--- config.mk ---
export PLATFORM = sky130hd
export DESIGN_NAME = lambdagen_issue_sched_flat
export DESIGN_NICKNAME = d
export VERILOG_FILES = /design/src/rtl/lambdagen_pkg.sv /design/src/rtl/lambdagen_issue_sched_if.sv /design/src/rtl/lg_tag_fifo.sv /design/src/rtl/lambdagen_issue_sched.sv /design/src/flat_wrapper.sv
export SDC_FILE = /design/constraint.sdc
export NUM_CORES = 1
export LEC_CHECK = 0
export CAP_MARGIN = 10
export CORE_AREA = 2 2 258 260
export CTS_CLUSTER_DIAMETER = 50
export DETAILED_ROUTE_END_ITERATION = 8
export DIE_AREA = 0 0 260 262
export PLACE_DENSITY = 0.44
export SYNTH_ARGS = -nofsm -noshare
export SYNTH_HDL_FRONTEND = slang
export SYNTH_SLANG_ARGS = --single-unit
--- constraint.sdc ---
create_clock -name clk -period 3.1 [get_ports clk]
set_input_delay 0.465 -clock clk [delete_from_list [all_inputs] [get_ports clk]]
set_output_delay 0.465 -clock clk [all_outputs]
set_load 0.02 [all_outputs]
--- src/rtl/lambdagen_pkg.sv ---
// Shared widths, lambdagen input_bus layout and scheduler state type.
package lambdagen_pkg;

   localparam int unsigned BUSW    = 128;
   localparam int unsigned FLD_W   = 16;
   localparam int unsigned TID_LSB = 112;
   localparam int unsigned Z1_LSB  = 96;

   typedef enum logic [1:0] {
      RUN   = 2'd0,
      DRAIN = 2'd1,
      DONE  = 2'd2
   } sched_state_t;

   // Index width for n items, never narrower than one bit.
   function automatic int unsigned idx_w(input int unsigned n);
      return (n < 2) ? 1 : $clog2(n);
   endfunction

   // Width of a counter that must hold the value n itself.
   function automatic int unsigned cnt_w(input int unsigned n);
      return $clog2(n + 1);
   endfunction

endpackage

--- src/rtl/lambdagen_issue_sched_if.sv ---
// Request, lambdagen and control signals of the issue scheduler.
interface lambdagen_issue_sched_if #(
   parameter int unsigned NREQ = 4
);
   import lambdagen_pkg::*;

   localparam int unsigned SRCW = idx_w(NREQ);

   logic [NREQ-1:0]      req_valid;
   logic [NREQ-1:0]      req_ready;
   logic [NREQ*BUSW-1:0] req_bus;
   logic                 stall_in;
   logic                 lg_valid;
   logic [BUSW-1:0]      lg_bus;
   logic                 lg_stall;
   logic                 lg_dovalid;
   logic                 res_valid;
   logic [SRCW-1:0]      res_src;
   logic                 credit_ret;
   logic                 flush;
   logic                 flush_done;
   logic                 idle;
   logic                 err;

   modport master (
      output req_valid, req_bus, stall_in, lg_dovalid, credit_ret, flush,
      input  req_ready, lg_valid, lg_bus, lg_stall, res_valid, res_src, flush_done, idle, err
   );

   modport slave (
      input  req_valid, req_bus, stall_in, lg_dovalid, credit_ret, flush,
      output req_ready, lg_valid, lg_bus, lg_stall, res_valid, res_src, flush_done, idle, err
   );

endinterface

--- src/rtl/lg_tag_fifo.sv ---
// Synchronous FIFO holding the source tag of every triangle in flight.
module lg_tag_fifo
   import lambdagen_pkg::*;
#(
   parameter int unsigned WIDTH = 2,
   parameter int unsigned DEPTH = 8
) (
   input  logic                      clk,
   input  logic                      rst,
   input  logic                      push,
   input  logic                      pop,
   input  logic [WIDTH-1:0]          din,
   output logic [WIDTH-1:0]          dout,
   output logic                      empty,
   output logic                      full,
   output logic [cnt_w(DEPTH)-1:0]   count
);

   localparam int unsigned AW = idx_w(DEPTH);
   localparam int unsigned CW = cnt_w(DEPTH);

   logic [WIDTH-1:0] mem [DEPTH];
   logic [AW-1:0]    wr_ptr;
   logic [AW-1:0]    rd_ptr;
   logic [CW-1:0]    cnt;
   logic             do_push;
   logic             do_pop;

   function automatic logic [AW-1:0] wrap_inc(input logic [AW-1:0] p);
      return (p == AW'(DEPTH - 1)) ? '0 : p + AW'(1);
   endfunction

   assign do_push = push && !full;
   assign do_pop  = pop && !empty;

   always_ff @(posedge clk) begin
      if (rst) begin
         wr_ptr <= '0;
         rd_ptr <= '0;
         cnt    <= '0;
      end else begin
         if (do_push) wr_ptr <= wrap_inc(wr_ptr);
         if (do_pop)  rd_ptr <= wrap_inc(rd_ptr);
         if (do_push != do_pop) cnt <= do_push ? cnt + CW'(1) : cnt - CW'(1);
      end
   end

   // Storage needs no reset; only the pointers define validity.
   always_ff @(posedge clk) begin
      if (do_push) mem[wr_ptr] <= din;
   end

   assign dout  = mem[rd_ptr];
   assign empty = (cnt == '0);
   assign full  = (cnt == CW'(DEPTH));
   assign count = cnt;

endmodule

--- src/rtl/lambdagen_issue_sched.sv ---
// Round-robin, credit-limited issue of triangle sources into lambdagen,
// with in-order result tagging and a flush/drain handshake.
module lambdagen_issue_sched
   import lambdagen_pkg::*;
#(
   parameter int unsigned NREQ    = 4,
   parameter int unsigned CREDITS = 8
) (
   input logic                    clk,
   input logic                    rst,
   lambdagen_issue_sched_if.slave io
);

   localparam int unsigned SRCW = idx_w(NREQ);
   localparam int unsigned CW   = cnt_w(CREDITS);

   sched_state_t    state_q, state_d;
   logic [SRCW-1:0] rr_q;
   logic [SRCW-1:0] grant;
   logic            grant_found;
   logic [CW-1:0]   credits_q, credits_d;
   logic [CW-1:0]   inflight, inflight_d;
   logic            issue_ok, fire, res_pop;
   logic            err_q, err_d;
   logic            flush_done_q, flush_done_d;
   logic            fifo_empty, fifo_full;
   logic [SRCW-1:0] fifo_head;

   // First valid source at or after the round-robin pointer.
   always_comb begin
      grant_found = 1'b0;
      grant       = rr_q;
      for (int unsigned i = 0; i < NREQ; i++) begin
         if (!grant_found && io.req_valid[SRCW'((32'(rr_q) + i) % NREQ)]) begin
            grant_found = 1'b1;
            grant       = SRCW'((32'(rr_q) + i) % NREQ);
         end
      end
   end

   // flush is gated in directly so no grant is taken in the cycle it rises.
   assign issue_ok = (state_q == RUN) && !io.flush && !io.stall_in && !rst
                     && (credits_q != '0) && !fifo_full;
   assign fire     = issue_ok && grant_found;
   assign res_pop  = io.lg_dovalid && !io.stall_in && !fifo_empty;

   always_comb begin
      io.req_ready        = '0;
      io.req_ready[grant] = fire;
      io.lg_bus           = '0;
      for (int unsigned i = 0; i < NREQ; i++) begin
         if (grant == SRCW'(i)) io.lg_bus = io.req_bus[i*BUSW +: BUSW];
      end
   end

   assign io.lg_valid   = fire;
   assign io.lg_stall   = io.stall_in;
   assign io.res_valid  = res_pop;
   assign io.res_src    = fifo_head;
   assign io.flush_done = flush_done_q;
   assign io.err        = err_q;
   assign io.idle       = (state_q == RUN) && (inflight == '0) && (credits_q == CW'(CREDITS));

   lg_tag_fifo #(
      .WIDTH (SRCW),
      .DEPTH (CREDITS)
   ) u_tag_fifo (
      .clk   (clk),
      .rst   (rst),
      .push  (fire),
      .pop   (res_pop),
      .din   (grant),
      .dout  (fifo_head),
      .empty (fifo_empty),
      .full  (fifo_full),
      .count (inflight)
   );

   // Next state, credit accounting and sticky protocol error.
   always_comb begin
      state_d      = state_q;
      flush_done_d = 1'b0;
      credits_d    = credits_q;
      err_d        = err_q;
      inflight_d   = inflight + CW'(fire) - CW'(res_pop);

      case ({fire, io.credit_ret})
         2'b10:   credits_d = credits_q - CW'(1);
         2'b01:   if (credits_q != CW'(CREDITS)) credits_d = credits_q + CW'(1);
         default: credits_d = credits_q;
      endcase

      if ((io.lg_dovalid && !io.stall_in && fifo_empty) ||
          (io.credit_ret && (credits_q == CW'(CREDITS))))
         err_d = 1'b1;

      case (state_q)
         RUN:     if (io.flush) state_d = DRAIN;
         DRAIN: begin
            if (inflight_d == '0) begin
               state_d      = DONE;
               flush_done_d = 1'b1;
            end
         end
         DONE:    if (!io.flush) state_d = RUN;
         default: state_d = RUN;
      endcase
   end

   always_ff @(posedge clk) begin
      if (rst) begin
         state_q      <= RUN;
         rr_q         <= '0;
         credits_q    <= CW'(CREDITS);
         err_q        <= 1'b0;
         flush_done_q <= 1'b0;
      end else begin
         state_q      <= state_d;
         credits_q    <= credits_d;
         err_q        <= err_d;
         flush_done_q <= flush_done_d;
         if (fire) rr_q <= (grant == SRCW'(NREQ - 1)) ? '0 : grant + SRCW'(1);
      end
   end

endmodule

--- src/flat_wrapper.sv ---
// flat-port wrapper written by rule: the top's interface ports become plain ports
module lambdagen_issue_sched_flat import lambdagen_pkg::*;
#(
   parameter int unsigned NREQ    = 4,
   parameter int unsigned CREDITS = 8
)
  (clk, rst, io_req_valid, io_req_bus, io_stall_in, io_lg_dovalid, io_credit_ret, io_flush, io_req_ready, io_lg_valid, io_lg_bus, io_lg_stall, io_res_valid, io_res_src, io_flush_done, io_idle, io_err);
  lambdagen_issue_sched_if #(.NREQ(NREQ)) io_i ();
  input logic clk;
  input logic rst;
  input wire logic [$bits(io_i.req_valid)-1:0] io_req_valid;
  input wire logic [$bits(io_i.req_bus)-1:0] io_req_bus;
  input wire logic [$bits(io_i.stall_in)-1:0] io_stall_in;
  input wire logic [$bits(io_i.lg_dovalid)-1:0] io_lg_dovalid;
  input wire logic [$bits(io_i.credit_ret)-1:0] io_credit_ret;
  input wire logic [$bits(io_i.flush)-1:0] io_flush;
  output wire logic [$bits(io_i.req_ready)-1:0] io_req_ready;
  output wire logic [$bits(io_i.lg_valid)-1:0] io_lg_valid;
  output wire logic [$bits(io_i.lg_bus)-1:0] io_lg_bus;
  output wire logic [$bits(io_i.lg_stall)-1:0] io_lg_stall;
  output wire logic [$bits(io_i.res_valid)-1:0] io_res_valid;
  output wire logic [$bits(io_i.res_src)-1:0] io_res_src;
  output wire logic [$bits(io_i.flush_done)-1:0] io_flush_done;
  output wire logic [$bits(io_i.idle)-1:0] io_idle;
  output wire logic [$bits(io_i.err)-1:0] io_err;
  assign io_i.req_valid = io_req_valid;
  assign io_i.req_bus = io_req_bus;
  assign io_i.stall_in = io_stall_in;
  assign io_i.lg_dovalid = io_lg_dovalid;
  assign io_i.credit_ret = io_credit_ret;
  assign io_i.flush = io_flush;
  assign io_req_ready = io_i.req_ready;
  assign io_lg_valid = io_i.lg_valid;
  assign io_lg_bus = io_i.lg_bus;
  assign io_lg_stall = io_i.lg_stall;
  assign io_res_valid = io_i.res_valid;
  assign io_res_src = io_i.res_src;
  assign io_flush_done = io_i.flush_done;
  assign io_idle = io_i.idle;
  assign io_err = io_i.err;
  lambdagen_issue_sched #(.NREQ(NREQ), .CREDITS(CREDITS)) u_core (.clk(clk), .rst(rst), .io(io_i));
endmodule
== Word level (Yosys, flattened, before mapping) ==
Memory sizes are Yosys's and may differ from the RTL's. A register that Yosys moved wholly into a read port is not among the register bits.
Cells that the tools add are included.
Storage, ports and cells
  memory bits (writable): 16
  logic and storage cells: 118
  input bits: 522
  bits in registers: 20
  output and inout port bits: 140
  memories: 1
Cells by class
  magnitude comparators: 6
  eq/ne operators: 17
  bitwise logic cells: 2
  multiplexer cells: 36
  reductions and logical operators: 36
  add/subtract/negate cells: 12
Memories
  u_core.u_tag_fifo.mem: words 8, bits a word 2, rd ports 1, clocked after memory_dff 1, write ports 1, line lg_tag_fifo.sv:22  | logic [WIDTH-1:0] mem [DEPTH];
Operators with widths (count)
  $mux 128: 4
  $logic_and 1x1->1: 18
  $lt 2x3->1 const B: 5
  $mux 2: 7
  $mux 1: 12
  $mux 3: 4
  $add 4x1->4 const B: 2
  $bmux 1 s2: 4
  $eq 2x2->1 const B: 4
  $eq 4x4->1 const B: 2
  $logic_not 1->1: 8
  $logic_not 4->1: 2
  $mux 4: 2
  $pmux 4 s2: 1
  $sub 4x1->4 const B: 2
  $add 3x1->3 const B: 2
  $eq 2x1->1 const B: 3
  $eq 3x3->1 const B: 2
  $pmux 2 s3: 1
  $add 2x1->2 const B: 2
  $add 2x2->2 const B: 2
  $add 4x1->4: 1
  $and 4x4->4: 1
  $logic_not 2->1: 2
  14 further kinds: 16

== Depth between registers and ports, before layout ==
Gate-level depths: netlist of the first run.
  depth after elaboration: 18
  mapped depth: 15
  mapped depth without buffers: 15

== By module ==
A second synthesis of the first run with hierarchy kept.
Unflattened totals
  cells, all modules: 1087
  area total of the unflattened synthesis: 6541.3 um^2
Modules (own cells, without submodules)
  lambdagen_issue_sched: cells an instance 982, instances 1, area each 5180.0 um^2
  lg_tag_fifo: cells an instance 105, instances 1, area each 1361.3 um^2

== Worst setup path before layout of the first run ==
Ideal clock, no wire load.
  path type: input to output
  start: input port io_req_valid[0]
  end: output port io_lg_bus[116]
  buffers on the path: 2
  cell stages on the path: 10
  arrival: 2.777 ns
  setup slack: -0.142 ns
  required time: 2.635 ns
  cell sequence: a21o_1 o21ai_0 inv_1 ha_1 clkbuf_1 clkbuf_1 nand3b_1 a21oi_1 a21oi_1 o21ai_0
On the way
  cells in the longest elaborated chain, start to end: 17
  elaborated cells on any way between the ends: 28
RTL lines
  start: declaration: line flat_wrapper.sv:11  | input wire logic [$bits(io_i.req_valid)-1:0] io_req_valid;
  $bmux 1 s2: line lambdagen_issue_sched.sv:34  | if (!grant_found && io.req_valid[SRCW'((32'(rr_q) + i) % NREQ)]) begin
  $mux 1 (implied by the code): line lambdagen_issue_sched.sv:34
  $mux 1: line lambdagen_issue_sched.sv:34
  $logic_not 1->1: line lambdagen_issue_sched.sv:34
  $logic_and 1x1->1: line lambdagen_issue_sched.sv:34
  $mux 1: line lambdagen_issue_sched.sv:34
  $logic_not 1->1: line lambdagen_issue_sched.sv:34
  $logic_and 1x1->1: line lambdagen_issue_sched.sv:34
  $mux 1: line lambdagen_issue_sched.sv:34
  $logic_not 1->1: line lambdagen_issue_sched.sv:34
  $logic_and 1x1->1: line lambdagen_issue_sched.sv:34
  $mux 2 (*): line lambdagen_issue_sched.sv:34
  net u_core.grant[1]: line lambdagen_issue_sched.sv:19  | logic [SRCW-1:0] grant;
  $logic_not 2->1: line lambdagen_issue_sched.sv:52  | if (grant == SRCW'(i)) io.lg_bus = io.req_bus[i*BUSW +: BUSW];
  $mux 128 (3 in a row): line lambdagen_issue_sched.sv:52
  $mux 128 (*): line lambdagen_issue_sched.sv:52
  end: declaration: line flat_wrapper.sv:19  | output wire logic [$bits(io_i.lg_bus)-1:0] io_lg_bus;
Mark *: on every way through the listed nets, which the timed path passes. The rest lies on a longest branch. The select of a mux whose other input is x is not followed.

== Worst setup path after layout of the first run ==
  start: register u_core.rr_q[0]
  end: output port io_lg_bus[93]
On the way
  cells in the longest elaborated chain, start to end: 17
  elaborated cells on any way between the ends: 31
RTL lines
  start: declaration: line lambdagen_issue_sched.sv:18  | logic [SRCW-1:0] rr_q;
  start signal: assignment: line lambdagen_issue_sched.sv:122  | if (fire) rr_q <= (grant == SRCW'(NREQ - 1)) ? '0 : grant + SRCW'(1);
  parallel branches: the longest is 11 deep, another holds $add 2x1->2
  $mux 2 (*): line lambdagen_issue_sched.sv:34
  net u_core.grant[1]: line lambdagen_issue_sched.sv:19
  $logic_not 2->1: line lambdagen_issue_sched.sv:52
  $mux 128 (3 in a row): line lambdagen_issue_sched.sv:52
  $mux 128 (*): line lambdagen_issue_sched.sv:52
Mark *: on every way through the listed nets, which the timed path passes. The select of a mux whose other input is x is not followed.

==> results of run 1 <==
[synthesized netlist by cell type (6+ instances only)]
| library cell | n | area [sq um] |
|---|---|---|
| sky130_fd_sc_hd__edfxtp_1 | 16 | 480.5 |
| sky130_fd_sc_hd__o21ai_0 | 134 | 670.6 |
| sky130_fd_sc_hd__inv_1 | 14 | 52.55 |
| sky130_fd_sc_hd__nor4_1 | 6 | 37.54 |
| sky130_fd_sc_hd__buf_1 | 7 | 26.28 |
| sky130_fd_sc_hd__nor3_1 | 9 | 45.04 |
| sky130_fd_sc_hd__clkbuf_1 | 96 | 360.4 |
| sky130_fd_sc_hd__nor2_1 | 10 | 37.54 |
| sky130_fd_sc_hd__a21oi_1 | 271 | 1356 |
| sky130_fd_sc_hd__dfxtp_1 | 23 | 460.4 |
| sky130_fd_sc_hd__nand2_1 | 274 | 1028 |
| sky130_fd_sc_hd__nand3b_1 | 129 | 968.4 |
| sky130_fd_sc_hd__ha_1 | 18 | 225.2 |
[power by group]
group          switching, mW  internal, mW
clock network          0.214         0.296
registers             0.0634         0.587
logic                   2.16          2.16
[final cells by class]
type / instances / area, sq um
clock buffers: 5 / 125.1
repair buffers: 827 / 8061
well taps: 864 / 1081
fillers: 7249 / 49620
clock inverters: 3 / 20.02
inverters: 15 / 57.56
flip-flops and latches: 39 / 943.4
diodes: 5 / 12.51
multi-input cells: 916 / 5353
[stage by stage]
step	setup slack [ps]	power, mW	hold slack (ps)	TNS, ps
final	83.29	5.481	466.9	0
after detailed placement	-905.5	4.854	464.1	-93790
after global routing	-34.26	5.863	509.4	-339.3
after CTS	7.608	5.447	473.6	0
after floorplan	-6.543	2.509	465.4	-6.543
after global placement	-917.4	4.855	459.3	-93780
[what timing repair did]
item	in CTS	in global routing
setup buffers	13	8
endpoints found under the setup margin	134	86
gates resized for setup	592	111
hold buffers	0	0
cloned	9	5
pin swaps	41	35
[worst max path at each step]
stage                                      startpoint              to  slack [ps]  depth (start not counted)
final                     u_core.rr_q[0]$_SDFFE_PP0P_   io_lg_bus[93]          80                         14
after global routing      u_core.rr_q[0]$_SDFFE_PP0P_   io_lg_bus[93]         -30                         14
after CTS                 u_core.rr_q[1]$_SDFFE_PP0P_   io_lg_bus[93]           8                         15
after detailed placement              io_req_valid[2]   io_lg_bus[14]        -910                         14
after global placement                io_req_valid[2]   io_lg_bus[14]        -920                         14
after floorplan                       io_req_valid[2]  io_lg_bus[116]          -7                         11
[flip-flops by register name (all words and copies together) (netlist names), named ones only]
name / count
u_core.u_tag_fifo.mem: 16
u_core.credits_q: 4
u_core.u_tag_fifo.count: 4
u_core.u_tag_fifo.rd_ptr: 3
u_core.u_tag_fifo.wr_ptr: 3
u_core.rr_q: 2
u_core.state_q: 2
u_core.io.err: 1
u_core.io.flush_done: 1
[cell usage in the layout, fill, tap and decap left out, types with 5 or more instances in the layout]
cell | Yosys | final
sky130_fd_sc_hd__buf_2 | 0 | 61
sky130_fd_sc_hd__nand2_1 | 274 | 265
sky130_fd_sc_hd__buf_6 | 0 | 14
sky130_fd_sc_hd__buf_16 | 0 | 8
sky130_fd_sc_hd__inv_1 | 14 | 11
sky130_fd_sc_hd__buf_4 | 1 | 174
sky130_fd_sc_hd__a21oi_2 | 0 | 57
sky130_fd_sc_hd__o21ai_1 | 0 | 111
sky130_fd_sc_hd__edfxtp_1 | 16 | 16
sky130_fd_sc_hd__nand2_2 | 0 | 8
sky130_fd_sc_hd__diode_2 | 0 | 5
sky130_fd_sc_hd__clkbuf_16 | 0 | 10
sky130_fd_sc_hd__nand3_1 | 5 | 5
sky130_fd_sc_hd__dfxtp_1 | 23 | 21
sky130_fd_sc_hd__o21ai_2 | 0 | 7
sky130_fd_sc_hd__o21ai_0 | 134 | 16
sky130_fd_sc_hd__buf_12 | 0 | 21
sky130_fd_sc_hd__nor2_1 | 10 | 9
sky130_fd_sc_hd__a21oi_1 | 271 | 213
sky130_fd_sc_hd__ha_1 | 18 | 14
sky130_fd_sc_hd__nor4_1 | 6 | 5
sky130_fd_sc_hd__nand3b_1 | 129 | 129
sky130_fd_sc_hd__clkdlybuf4s50_1 | 0 | 525
sky130_fd_sc_hd__nor3_1 | 9 | 9
[kinds of logic after synthesis]
kind of cell    share of synthesized area
buf+inv                           0.07062
fa+ha+maj                         0.04472
compound gates                     0.3370
xor+xnor                         0.006865
flops                              0.1475
mux                               0.02432
simple gates                       0.3690
[layer usage]
layer	up-vias	global-route usage
li1	5263	-
met1	4940	0.1765
met2	448	0.2576
met3	50	0.03897
met4	16	0.01996
met5	-	0
[critical path: stages, from the launching register on]
cell,delay [ps]
sky130_fd_sc_hd__dfxtp_2,360
sky130_fd_sc_hd__inv_1,60
sky130_fd_sc_hd__a21o_1,160
sky130_fd_sc_hd__o21ai_2,190
sky130_fd_sc_hd__inv_2,80
sky130_fd_sc_hd__ha_4,200
sky130_fd_sc_hd__buf_12,130
sky130_fd_sc_hd__buf_12,140
sky130_fd_sc_hd__buf_16,140
sky130_fd_sc_hd__nand3b_1,170
sky130_fd_sc_hd__a21oi_2,120
sky130_fd_sc_hd__a21oi_1,50
sky130_fd_sc_hd__o21ai_1,170
sky130_fd_sc_hd__buf_4,170
sky130_fd_sc_hd__buf_12,110
==> impl_metrics.xml, run 1 <==
<?xml version="1.0" encoding="UTF-8"?>
<metrics>
  <group name="floorplanning">
    <metric name="die_h" unit="um">262</metric>
    <metric name="core-area" unit="sq um">65280</metric>
    <metric name="start_util" unit="">0.09772</metric>
    <metric name="pin_count" unit="">662</metric>
    <metric name="site_rows" unit="">94</metric>
    <metric name="design.die.area" unit="sq um">68120</metric>
    <metric name="die_w" unit="um">260</metric>
  </group>
  <group name="clock_tree">
    <metric name="cts.root.buffer_cell" unit="">sky130_fd_sc_hd__clkbuf_16</metric>
    <metric name="cts_inserted_buffers" unit="">5</metric>
    <metric name="clk_pin_slew_worst_paths" unit="ps">60</metric>
    <metric name="tritoncts" unit="">yes</metric>
    <metric name="cts.sink_count" unit="">39</metric>
    <metric name="clock_tree.htree_level_count" unit="">2</metric>
    <metric name="clk_path_buf_depth" unit="">2</metric>
    <metric name="worstSkewPairLatency" unit="ps">290</metric>
  </group>
  <group name="routing">
    <metric name="drt-initial-drc-count" unit="">477</metric>
    <metric name="drt_drc_violations_left" unit="">0</metric>
    <metric name="firstDrtPassIters" unit="">5</metric>
    <metric name="route.final.wire_length" unit="um">54680</metric>
    <metric name="dr.max_layer_used" unit="">met5</metric>
    <metric name="metal3_wl" unit="um">4254</metric>
    <metric name="wl_met2" unit="um">26600</metric>
    <metric name="wl_met1" unit="um">23140</metric>
    <metric name="avgRoutedWirePerCell" unit="um">20.45</metric>
    <metric name="vias" unit="">10720</metric>
    <metric name="drt-vias-per-instance" unit="">4.008</metric>
    <metric name="drtAntennaViolNets" unit="">0</metric>
  </group>
  <group name="timing">
    <metric name="finalCritPeriodShare" unit="">0.9731</metric>
    <metric name="report.final.hold_viol_count" unit="">0</metric>
    <metric name="clock-skew-final" unit="ps">4.283</metric>
    <metric name="timing.final.max_slew_violations" unit="">0</metric>
    <metric name="rsz0062_at_grt" unit="">yes</metric>
    <metric name="finalWorstPathRequiredPeriod" unit="ps">3017</metric>
    <metric name="timing.slew.headroom" unit="">0.6117</metric>
    <metric name="timing_worst_slew_pin_value" unit="ps">574.3</metric>
    <metric name="setup_viol" unit="">0</metric>
    <metric name="peak_clock_frequency_supported_by_timing" unit="MHz">331.5</metric>
  </group>
  <group name="global_route">
    <metric name="grtUsageTotal" unit="">0.1444</metric>
    <metric name="grt_first_pass_wirelength" unit="um">72530</metric>
    <metric name="via_count_of_the_first_global_routing_pass" unit="">10740</metric>
    <metric name="maximum_number_of_pins_on_one_net_before_global_route_repair" unit="">38</metric>
    <metric name="globalRouteOverflowTotal" unit="">0</metric>
    <metric name="antenna_found_initial" unit="">23</metric>
  </group>
  <group name="logic_synthesis">
    <metric name="synthCells" unit="">1074</metric>
    <metric name="synth_async_sr_flop_share" unit="">0</metric>
    <metric name="yosysWarnings" unit="">0</metric>
    <metric name="synth_seq_cells" unit="">39</metric>
    <metric name="synth_ff_type" unit="">sky130_fd_sc_hd__dfxtp_1</metric>
    <metric name="mapped_area" unit="sq um">6379</metric>
    <metric name="synth.distinct_cells" unit="">47</metric>
    <metric name="synth.avg_cell_area" unit="sq um">5.939</metric>
    <metric name="edff_count_synth" unit="">16</metric>
    <metric name="yosysSeqAreaShare" unit="">0.1475</metric>
    <metric name="synth_fp_nets" unit="">1617</metric>
  </group>
  <group name="finish">
    <metric name="syn_to_final_growth" unit="%">145.4</metric>
    <metric name="layout-drive-gt1-share" unit="">0.2277</metric>
    <metric name="layout.core_utilization" unit="">0.2398</metric>
    <metric name="fin_area" unit="sq um">15650</metric>
    <metric name="final-instance-count-excl-fill" unit="">2674</metric>
    <metric name="final_nets" unit="">2347</metric>
  </group>
  <group name="place">
    <metric name="dpl-instance-area" unit="sq um">15030</metric>
    <metric name="dp_hpwl" unit="um">43680</metric>
    <metric name="placed_cells_incl_taps" unit="">2632</metric>
    <metric name="io_buffer_count" unit="">661</metric>
    <metric name="gpl.final_weighted_congestion" unit="">0.9323</metric>
  </group>
  <group name="min_path">
    <metric name="timing.hold.worst.class" unit="">reg -&gt; reg</metric>
    <metric name="hold_path_depth" unit="">2</metric>
    <metric name="holdCritStartpoint" unit="">u_core.io.err$_SDFFE_PP0P_</metric>
    <metric name="timing.hold.worst_endpoint" unit="">u_core.io.err$_SDFFE_PP0P_</metric>
  </group>
  <group name="setup_path">
    <metric name="reg2reg_to" unit="">u_core.state_q[1]$_SDFFE_PP0P_</metric>
    <metric name="crit_path_max_fanout" unit="">11</metric>
    <metric name="r2r_slack" unit="ps">220</metric>
    <metric name="worst-endpoint-required" unit="ps">2630</metric>
    <metric name="arrival_time_reported_for_the_critical_path_endpoint" unit="ps">2550</metric>
    <metric name="worst_setup_path_type" unit="">reg -&gt; out</metric>
    <metric name="setup.worst_path.end_class" unit="">output port</metric>
    <metric name="element_type_at_the_critical_path_start" unit="">flip-flop</metric>
    <metric name="r2r_start" unit="">u_core.u_tag_fifo.count[2]$_SDFFE_PP0P_</metric>
    <metric name="reg2reg_depth" unit="">14</metric>
  </group>
  <group name="power_and_ir_drop">
    <metric name="power_leakage" unit="nW">5.807</metric>
    <metric name="max-vdd-ir-drop" unit="mV">0.1865</metric>
    <metric name="powerDensity" unit="nW/um^2">350.2</metric>
  </group>
  <group name="flow_run">
    <metric name="maxcap_violations" unit="">0</metric>
  </group>
  <group name="run_status">
    <metric name="outcome" unit="">finished, final reports clean</metric>
  </group>
</metrics>
Power figures use the tool's default switching activity.
==> run 2, diff against run 1 <==
- PLACE_DENSITY: 0.44 -> unset
- PLACE_DENSITY_LB_ADDON: unset -> 0.15
- clock period: 3.1 -> 2.6 ns (I/O delays scaled with it)
==> impl_metrics.xml, run 2 (synthesis gave the netlist of run 1 again) <==
<?xml version="1.0" encoding="UTF-8"?>
<metrics>
  <group name="clock_tree">
    <metric name="clock_tree.htree_level_count" unit="">2</metric>
    <metric name="tritoncts" unit="">yes</metric>
    <metric name="cts_inserted_buffers" unit="">5</metric>
    <metric name="cts.sink_count" unit="">39</metric>
    <metric name="ctsHoldBuffers" unit="">0</metric>
    <metric name="cts.root.buffer_cell" unit="">sky130_fd_sc_hd__clkbuf_16</metric>
    <metric name="clk_path_buf_depth" unit="">2</metric>
    <metric name="worstSkewPairLatency" unit="ps">290</metric>
    <metric name="clk_pin_slew_worst_paths" unit="ps">70</metric>
  </group>
  <group name="finish">
    <metric name="syn_to_final_growth" unit="%">193.7</metric>
    <metric name="final_nets" unit="">2441</metric>
    <metric name="area_occupied_by_multi_input_gates" unit="sq um">6351</metric>
    <metric name="registers.top_by_ff_count" unit="">u_core.u_tag_fifo.mem</metric>
    <metric name="fin_area" unit="sq um">18730</metric>
    <metric name="seq_area" unit="sq um">944.7</metric>
    <metric name="largest_register_ff_count" unit="">16</metric>
    <metric name="most_common_library_cell_in_the_layout_ignoring_fill_and_taps" unit="">sky130_fd_sc_hd__clkdlybuf4s50_1</metric>
    <metric name="fillers" unit="">7021</metric>
    <metric name="layout-drive-gt1-share" unit="">0.3960</metric>
    <metric name="mostFrequentLayoutCells" unit="">sky130_fd_sc_hd__clkdlybuf4s50_1, sky130_fd_sc_hd__nand2_1, sky130_fd_sc_hd__a21oi_2, sky130_fd_sc_hd__buf_6, sky130_fd_sc_hd__buf_4</metric>
    <metric name="final-instance-count-excl-fill" unit="">2768</metric>
  </group>
  <group name="min_path">
    <metric name="hold_path_depth" unit="">2</metric>
    <metric name="timing.hold.worst.class" unit="">reg -&gt; reg</metric>
    <metric name="holdCritStartpoint" unit="">u_core.io.err$_SDFFE_PP0P_</metric>
    <metric name="timing.hold.worst_endpoint" unit="">u_core.io.err$_SDFFE_PP0P_</metric>
  </group>
  <group name="global_route">
    <metric name="grtUsageTotal" unit="">0.1457</metric>
    <metric name="maximum_number_of_pins_on_one_net_before_global_route_repair" unit="">37</metric>
    <metric name="globalRouteOverflowTotal" unit="">0</metric>
    <metric name="via_count_of_the_first_global_routing_pass" unit="">10940</metric>
    <metric name="antenna_found_initial" unit="">17</metric>
    <metric name="grt_first_pass_wirelength" unit="um">72680</metric>
  </group>
  <group name="setup_path">
    <metric name="element_type_at_the_critical_path_start" unit="">flip-flop</metric>
    <metric name="r2r_start" unit="">u_core.u_tag_fifo.count[2]$_SDFFE_PP0P_</metric>
    <metric name="worst_setup_path_type" unit="">reg -&gt; out</metric>
    <metric name="setup.worst_path.end_class" unit="">output port</metric>
    <metric name="crit_path_max_fanout" unit="">6</metric>
    <metric name="arrival_time_reported_for_the_critical_path_endpoint" unit="ps">2650</metric>
    <metric name="reg2reg_depth" unit="">15</metric>
    <metric name="startpoint" unit="">u_core.rr_q[0]$_SDFFE_PP0P_</metric>
    <metric name="r2r_slack" unit="ps">-310</metric>
    <metric name="slowest_stage_delay_on_critical_path" unit="ps">370</metric>
    <metric name="worst-endpoint-required" unit="ps">2210</metric>
    <metric name="critPathSlowestCell" unit="">sky130_fd_sc_hd__dfxtp_2</metric>
    <metric name="reg2reg_to" unit="">u_core.state_q[1]$_SDFFE_PP0P_</metric>
    <metric name="critical_path.cell_chain" unit="">inv_1, a21o_1, o21ai_4, inv_2, ha_4, buf_12, buf_12, buf_16, buf_8, buf_6, nand3b_1, a21oi_2, a21oi_2, o21ai_2, buf_6</metric>
  </group>
  <group name="flow_run">
    <metric name="maxcap_violations" unit="">0</metric>
  </group>
  <group name="routing">
    <metric name="vias" unit="">11000</metric>
    <metric name="drt-vias-per-instance" unit="">3.974</metric>
    <metric name="drt-initial-drc-count" unit="">410</metric>
    <metric name="drtAntennaViolNets" unit="">0</metric>
    <metric name="firstDrtPassIters" unit="">4</metric>
    <metric name="avgRoutedWirePerCell" unit="um">20.79</metric>
    <metric name="drt_drc_violations_left" unit="">0</metric>
    <metric name="route.final.wire_length" unit="um">57560</metric>
  </group>
  <group name="run_status">
    <metric name="failed_checks" unit="">negative setup slack</metric>
    <metric name="outcome" unit="">complete, but fails checks</metric>
  </group>
  <group name="floorplanning">
    <metric name="start_util" unit="">0.09772</metric>
    <metric name="site_rows" unit="">94</metric>
    <metric name="design.die.area" unit="sq um">68120</metric>
    <metric name="core-area" unit="sq um">65280</metric>
    <metric name="die_h" unit="um">262</metric>
    <metric name="pin_count" unit="">662</metric>
    <metric name="die_w" unit="um">260</metric>
  </group>
  <group name="power_and_ir_drop">
    <metric name="max-vdd-ir-drop" unit="mV">0.3232</metric>
    <metric name="powerDensity" unit="nW/um^2">441.5</metric>
    <metric name="power_leakage" unit="nW">6.947</metric>
  </group>
  <group name="timing">
    <metric name="rsz0062_at_grt" unit="">yes</metric>
    <metric name="report.final.hold_viol_count" unit="">0</metric>
    <metric name="timing_worst_slew_pin_value" unit="ps">576.6</metric>
    <metric name="clock-skew-final" unit="ps">7.340</metric>
    <metric name="setup_viol" unit="">134</metric>
    <metric name="peak_clock_frequency_supported_by_timing" unit="MHz">329.1</metric>
    <metric name="timing.final.max_slew_violations" unit="">0</metric>
    <metric name="holdWs" unit="ps">467.2</metric>
    <metric name="finalWorstPathRequiredPeriod" unit="ps">3039</metric>
    <metric name="timing.slew.headroom" unit="">0.6120</metric>
    <metric name="finalCritPeriodShare" unit="">1.169</metric>
    <metric name="post-route-worst-setup-slack" unit="ps">-438.8</metric>
  </group>
  <group name="place">
    <metric name="dpl-instance-area" unit="sq um">15600</metric>
    <metric name="dp_hpwl" unit="um">42180</metric>
    <metric name="io_buffer_count" unit="">661</metric>
    <metric name="gpl.final_weighted_congestion" unit="">0.8496</metric>
    <metric name="placed_cells_incl_taps" unit="">2642</metric>
  </group>
</metrics>
## run 2: changes by cell type in the layout (fill, tap and decap cells not counted), moves of 16 or more
cell                        change
sky130_fd_sc_hd__a21oi_1      -126
sky130_fd_sc_hd__buf_4         -25
sky130_fd_sc_hd__o21ai_2      +107
sky130_fd_sc_hd__buf_12        +16
sky130_fd_sc_hd__o21ai_1       -96
sky130_fd_sc_hd__a21oi_2      +117
sky130_fd_sc_hd__buf_2         -58
sky130_fd_sc_hd__buf_6        +138
sky130_fd_sc_hd__clkbuf_16     +16
## run 2: worst max-delay path by stage
stage                                     end  slack (ps)
3_5_place_dp                     io_lg_bus[7]       -1280
2_1_floorplan  u_core.state_q[1]$_SDFFE_PP0P_        -200
4_1_cts                          io_lg_bus[7]        -510
3_3_place_gp                     io_lg_bus[7]       -1250
5_1_grt                         io_lg_bus[34]        -560
6_report                        io_lg_bus[34]        -440
## run 2: timing repair
item                       CTS  global route
gates cloned                17            26
setup buffers               24            59
setup endpoints to repair  151           148
resized for setup          670           411
pin swaps                   68           126
## run 2: power breakdown
group / switching (mW) / internal, mW / total [mW]
registers: 0.0455 / 0.701 / 0.746
logic: 3.12 / 3.68 / 6.80
clock network: 0.269 / 0.456 / 0.725
total: 3.43 / 4.84 / 8.27
## run 2: per-layer routing
layer  up-vias  track usage  wire length (um)
met3        37      0.03067              3209
met2       332       0.2832             30950
met1      5146       0.1636             22730
li1       5470            -                 -
met5         -            0                92
met4        14      0.02315               571
## run 2: layout make-up
cell class / instances / share of cell area
Antenna cell: 5 / 0.0006679
Clock buffer: 5 / 0.006679
Clock inverter: 3 / 0.002471
Inverter: 15 / 0.003273
Multi-Input combinational cell: 916 / 0.3390
Sequential cell: 39 / 0.05043
Tap cell: 864 / 0.05771
Timing Repair Buffer: 921 / 0.5397
## run 2: per-stage QoR
step	setup WS, ps	utilization	TNS, ps	total power [mW]
5_1_grt	-563.7	0.2870	-58960	8.795
2_1_floorplan	-202.6	-	-400.2	3.214
3_3_place_gp	-1252	0.2390	-151200	6.091
4_1_cts	-514.4	0.2578	-50230	7.422
3_5_place_dp	-1285	0.2390	-150270	6.088
6_report	-438.8	0.2870	-43530	8.271
## run 2: worst max-delay path, delay by kind of cell (launching register included)
kind                     cells  cell delay (ps)
AO/OA/AOI/OAI                5              710
adder cells (fa/ha/maj)      1              180
buffers and inverters        8              940
flip-flops                   1              370
AND/OR/NAND/NOR              1              160
==> run 3, diff against run 2 <==
==> constraint.sdc (replaced) <==
create_clock -name clk -period 2.6 [get_ports clk]
set_input_delay 0.39 -clock clk [delete_from_list [all_inputs] [get_ports clk]]
set_output_delay 0.39 -clock clk [all_outputs]
set_load 0.05 [all_outputs]
==> impl_metrics.xml, run 3 (synthesis gave the netlist of run 1 again) <==
<?xml version="1.0" encoding="UTF-8"?>
<metrics>
  <group name="run_status">
    <metric name="outcome" unit="">complete, but fails checks</metric>
    <metric name="failed_checks" unit="">negative setup slack</metric>
  </group>
  <group name="routing">
    <metric name="vias" unit="">11120</metric>
    <metric name="drt_drc_violations_left" unit="">0</metric>
    <metric name="route.final.wire_length" unit="um">55860</metric>
    <metric name="avgRoutedWirePerCell" unit="um">20.23</metric>
    <metric name="metal3_wl" unit="um">3864</metric>
    <metric name="drt-vias-per-instance" unit="">4.028</metric>
    <metric name="wl_met1" unit="um">20780</metric>
    <metric name="dr.max_layer_used" unit="">met4</metric>
    <metric name="drtAntennaViolNets" unit="">0</metric>
    <metric name="drt-initial-drc-count" unit="">304</metric>
    <metric name="wl_met2" unit="um">30420</metric>
    <metric name="firstDrtPassIters" unit="">5</metric>
  </group>
  <group name="clock_tree">
    <metric name="clock_tree.htree_level_count" unit="">2</metric>
    <metric name="clk_path_buf_depth" unit="">2</metric>
    <metric name="tritoncts" unit="">yes</metric>
    <metric name="cts_inserted_buffers" unit="">5</metric>
    <metric name="ctsHoldBuffers" unit="">0</metric>
    <metric name="worstSkewPairLatency" unit="ps">290</metric>
    <metric name="cts.root.buffer_cell" unit="">sky130_fd_sc_hd__clkbuf_16</metric>
    <metric name="cts.sink_count" unit="">39</metric>
    <metric name="clk_pin_slew_worst_paths" unit="ps">60</metric>
  </group>
  <group name="timing">
    <metric name="finalWorstPathRequiredPeriod" unit="ps">2954</metric>
    <metric name="timing.slew.headroom" unit="">0.6631</metric>
    <metric name="rsz0062_at_grt" unit="">yes</metric>
    <metric name="setup-tns-final" unit="ps">-34590</metric>
    <metric name="clock-skew-final" unit="ps">5.992</metric>
    <metric name="timing_worst_slew_pin_value" unit="ps">503.8</metric>
    <metric name="report.final.hold_viol_count" unit="">0</metric>
    <metric name="finalCritPeriodShare" unit="">1.136</metric>
    <metric name="timing.final.max_slew_violations" unit="">0</metric>
    <metric name="post-route-worst-setup-slack" unit="ps">-354.0</metric>
    <metric name="setup_viol" unit="">131</metric>
    <metric name="peak_clock_frequency_supported_by_timing" unit="MHz">338.5</metric>
  </group>
  <group name="place">
    <metric name="io_buffer_count" unit="">661</metric>
    <metric name="gpl.final_weighted_congestion" unit="">0.8824</metric>
    <metric name="placed_cells_incl_taps" unit="">2642</metric>
    <metric name="place_ws" unit="ps">-744.6</metric>
    <metric name="dp_hpwl" unit="um">41910</metric>
    <metric name="dpl-instance-area" unit="sq um">18210</metric>
  </group>
  <group name="global_route">
    <metric name="via_count_of_the_first_global_routing_pass" unit="">11970</metric>
    <metric name="globalRouteOverflowTotal" unit="">0</metric>
    <metric name="antenna_found_initial" unit="">8</metric>
    <metric name="grtUsageTotal" unit="">0.1529</metric>
    <metric name="grt_first_pass_wirelength" unit="um">77870</metric>
    <metric name="maximum_number_of_pins_on_one_net_before_global_route_repair" unit="">24</metric>
  </group>
  <group name="power_and_ir_drop">
    <metric name="total_power" unit="mW">11.07</metric>
    <metric name="clockPowerShare" unit="">0.065</metric>
    <metric name="power.switching" unit="mW">5.030</metric>
    <metric name="power_leakage" unit="nW">7.531</metric>
    <metric name="p_int" unit="mW">6.040</metric>
    <metric name="power.sequential.fraction" unit="">0.068</metric>
    <metric name="share_comb_of_total_power" unit="">0.867</metric>
    <metric name="power_switching_share" unit="">0.4544</metric>
    <metric name="max-vdd-ir-drop" unit="mV">0.2798</metric>
    <metric name="powerDensity" unit="nW/um^2">515.1</metric>
  </group>
  <group name="setup_path">
    <metric name="arrival_time_reported_for_the_critical_path_endpoint" unit="ps">2560</metric>
    <metric name="element_type_at_the_critical_path_start" unit="">flip-flop</metric>
    <metric name="slowest_stage_delay_on_critical_path" unit="ps">320</metric>
    <metric name="critPathSlowestCell" unit="">sky130_fd_sc_hd__dfxtp_2</metric>
    <metric name="worst-endpoint-required" unit="ps">2210</metric>
    <metric name="critical_path.cell_chain" unit="">buf_6, inv_2, a21oi_2, o221ai_2, inv_2, ha_4, buf_12, buf_16, buf_12, nand3b_1, a21oi_2, a21oi_2, o21ai_4, buf_12</metric>
    <metric name="crit_path_max_fanout" unit="">8</metric>
    <metric name="worstPathBufferInverterCount" unit="">7</metric>
    <metric name="path_delay_family" unit="">buffers and inverters</metric>
    <metric name="setup.worst_path.end_class" unit="">output port</metric>
    <metric name="worst_setup_path_type" unit="">reg -&gt; out</metric>
  </group>
  <group name="floorplanning">
    <metric name="site_rows" unit="">94</metric>
    <metric name="pin_count" unit="">662</metric>
    <metric name="die_h" unit="um">262</metric>
    <metric name="core-area" unit="sq um">65280</metric>
    <metric name="design.die.area" unit="sq um">68120</metric>
    <metric name="die_w" unit="um">260</metric>
    <metric name="start_util" unit="">0.09772</metric>
  </group>
  <group name="finish">
    <metric name="registers.top_by_ff_count" unit="">u_core.u_tag_fifo.mem</metric>
    <metric name="fillers" unit="">6696</metric>
    <metric name="fin_area" unit="sq um">21490</metric>
    <metric name="final_nets" unit="">2431</metric>
    <metric name="syn_to_final_growth" unit="%">237.0</metric>
    <metric name="most_common_library_cell_in_the_layout_ignoring_fill_and_taps" unit="">sky130_fd_sc_hd__clkdlybuf4s50_1</metric>
    <metric name="final-instance-count-excl-fill" unit="">2761</metric>
    <metric name="layout-drive-gt1-share" unit="">0.4494</metric>
    <metric name="largest_register_ff_count" unit="">16</metric>
    <metric name="mostFrequentLayoutCells" unit="">sky130_fd_sc_hd__clkdlybuf4s50_1, sky130_fd_sc_hd__nand2_1, sky130_fd_sc_hd__a21oi_2, sky130_fd_sc_hd__buf_12, sky130_fd_sc_hd__nand3b_1</metric>
  </group>
  <group name="flow_run">
    <metric name="maxcap_violations" unit="">0</metric>
  </group>
  <group name="min_path">
    <metric name="timing.hold.worst.class" unit="">reg -&gt; reg</metric>
  </group>
</metrics>
## run 3: stage by stage
stage	hold slack (ps)	util
floorplan	478.5	-
detailed placement	477.8	0.2790
global route	542.1	0.3292
finish	479.1	0.3293
global placement	465.4	0.2790
CTS	488.0	0.3222
## run 3: path summary, 6_finish.rpt
| path | start | endpoint | slack [ps] | depth (start not counted) |
|---|---|---|---|---|
| setup / recovery | u_core.rr_q[1]$_SDFFE_PP0P_ | io_lg_bus[67] | -350 | 14 |
| hold / removal | u_core.io.err$_SDFFE_PP0P_ | u_core.io.err$_SDFFE_PP0P_ | 480 | 2 |
| setup reg to reg | u_core.u_tag_fifo.count[2]$_SDFFE_PP0P_ | u_core.state_q[1]$_SDFFE_PP0P_ | -20 | 13 |
| hold reg to reg | u_core.io.err$_SDFFE_PP0P_ | u_core.io.err$_SDFFE_PP0P_ | 480 | 2 |
## run 3: power groups by stage
| stage | Combinational [mW] | Clock (mW) | Sequential, mW |
|---|---|---|---|
| final | 9.60 | 0.722 | 0.752 |
| after CTS | 9.48 | 0.741 | 0.753 |
| after detailed placement | 8.26 | 0 | 0.763 |
| after floorplan | 4.07 | 0 | 0.802 |
| after global placement | 8.25 | 0 | 0.762 |
| after global routing | 10.1 | 0.771 | 0.759 |
## run 3: repair_timing
action                     in CTS  in global routing
setup buffers                  62                 12
setup endpoints to repair     149                136
gates resized for setup       332                 83
gates cloned                   28                  9
pin swaps                     160                114
## run 3: cell type report
type,instances,area [sq um],share of cell area
timing repair buffer,911,11510,0.5355
inverter,15,75.07,0.003493
tap,864,1081,0.05030
sequential,39,948.4,0.04413
multi-input combinational,916,7689,0.3577
antenna,8,20.02,0.0009314
clock inverter,3,46.29,0.002154
clock buffer,5,125.1,0.005821
## run 3: worst reg2reg max path, stage by stage, from the launching register on
cell,delay (ps)
sky130_fd_sc_hd__dfxtp_2,330
sky130_fd_sc_hd__inv_4,80
sky130_fd_sc_hd__ha_4,130
sky130_fd_sc_hd__or3b_4,390
sky130_fd_sc_hd__nand2_4,120
sky130_fd_sc_hd__clkinv_8,50
sky130_fd_sc_hd__ha_4,200
sky130_fd_sc_hd__inv_2,60
sky130_fd_sc_hd__ha_4,120
sky130_fd_sc_hd__inv_2,40
sky130_fd_sc_hd__fa_2,530
sky130_fd_sc_hd__nand2_2,80
sky130_fd_sc_hd__nor4_4,290
sky130_fd_sc_hd__or2_4,150
## run 3: routing by layer
| layer | track usage | vias up |
|---|---|---|
| li1 | - | 5455 |
| met4 | 0.03081 | 0 |
| met3 | 0.04032 | 40 |
| met5 | 0 | - |
| met1 | 0.1680 | 5291 |
| met2 | 0.2927 | 336 |
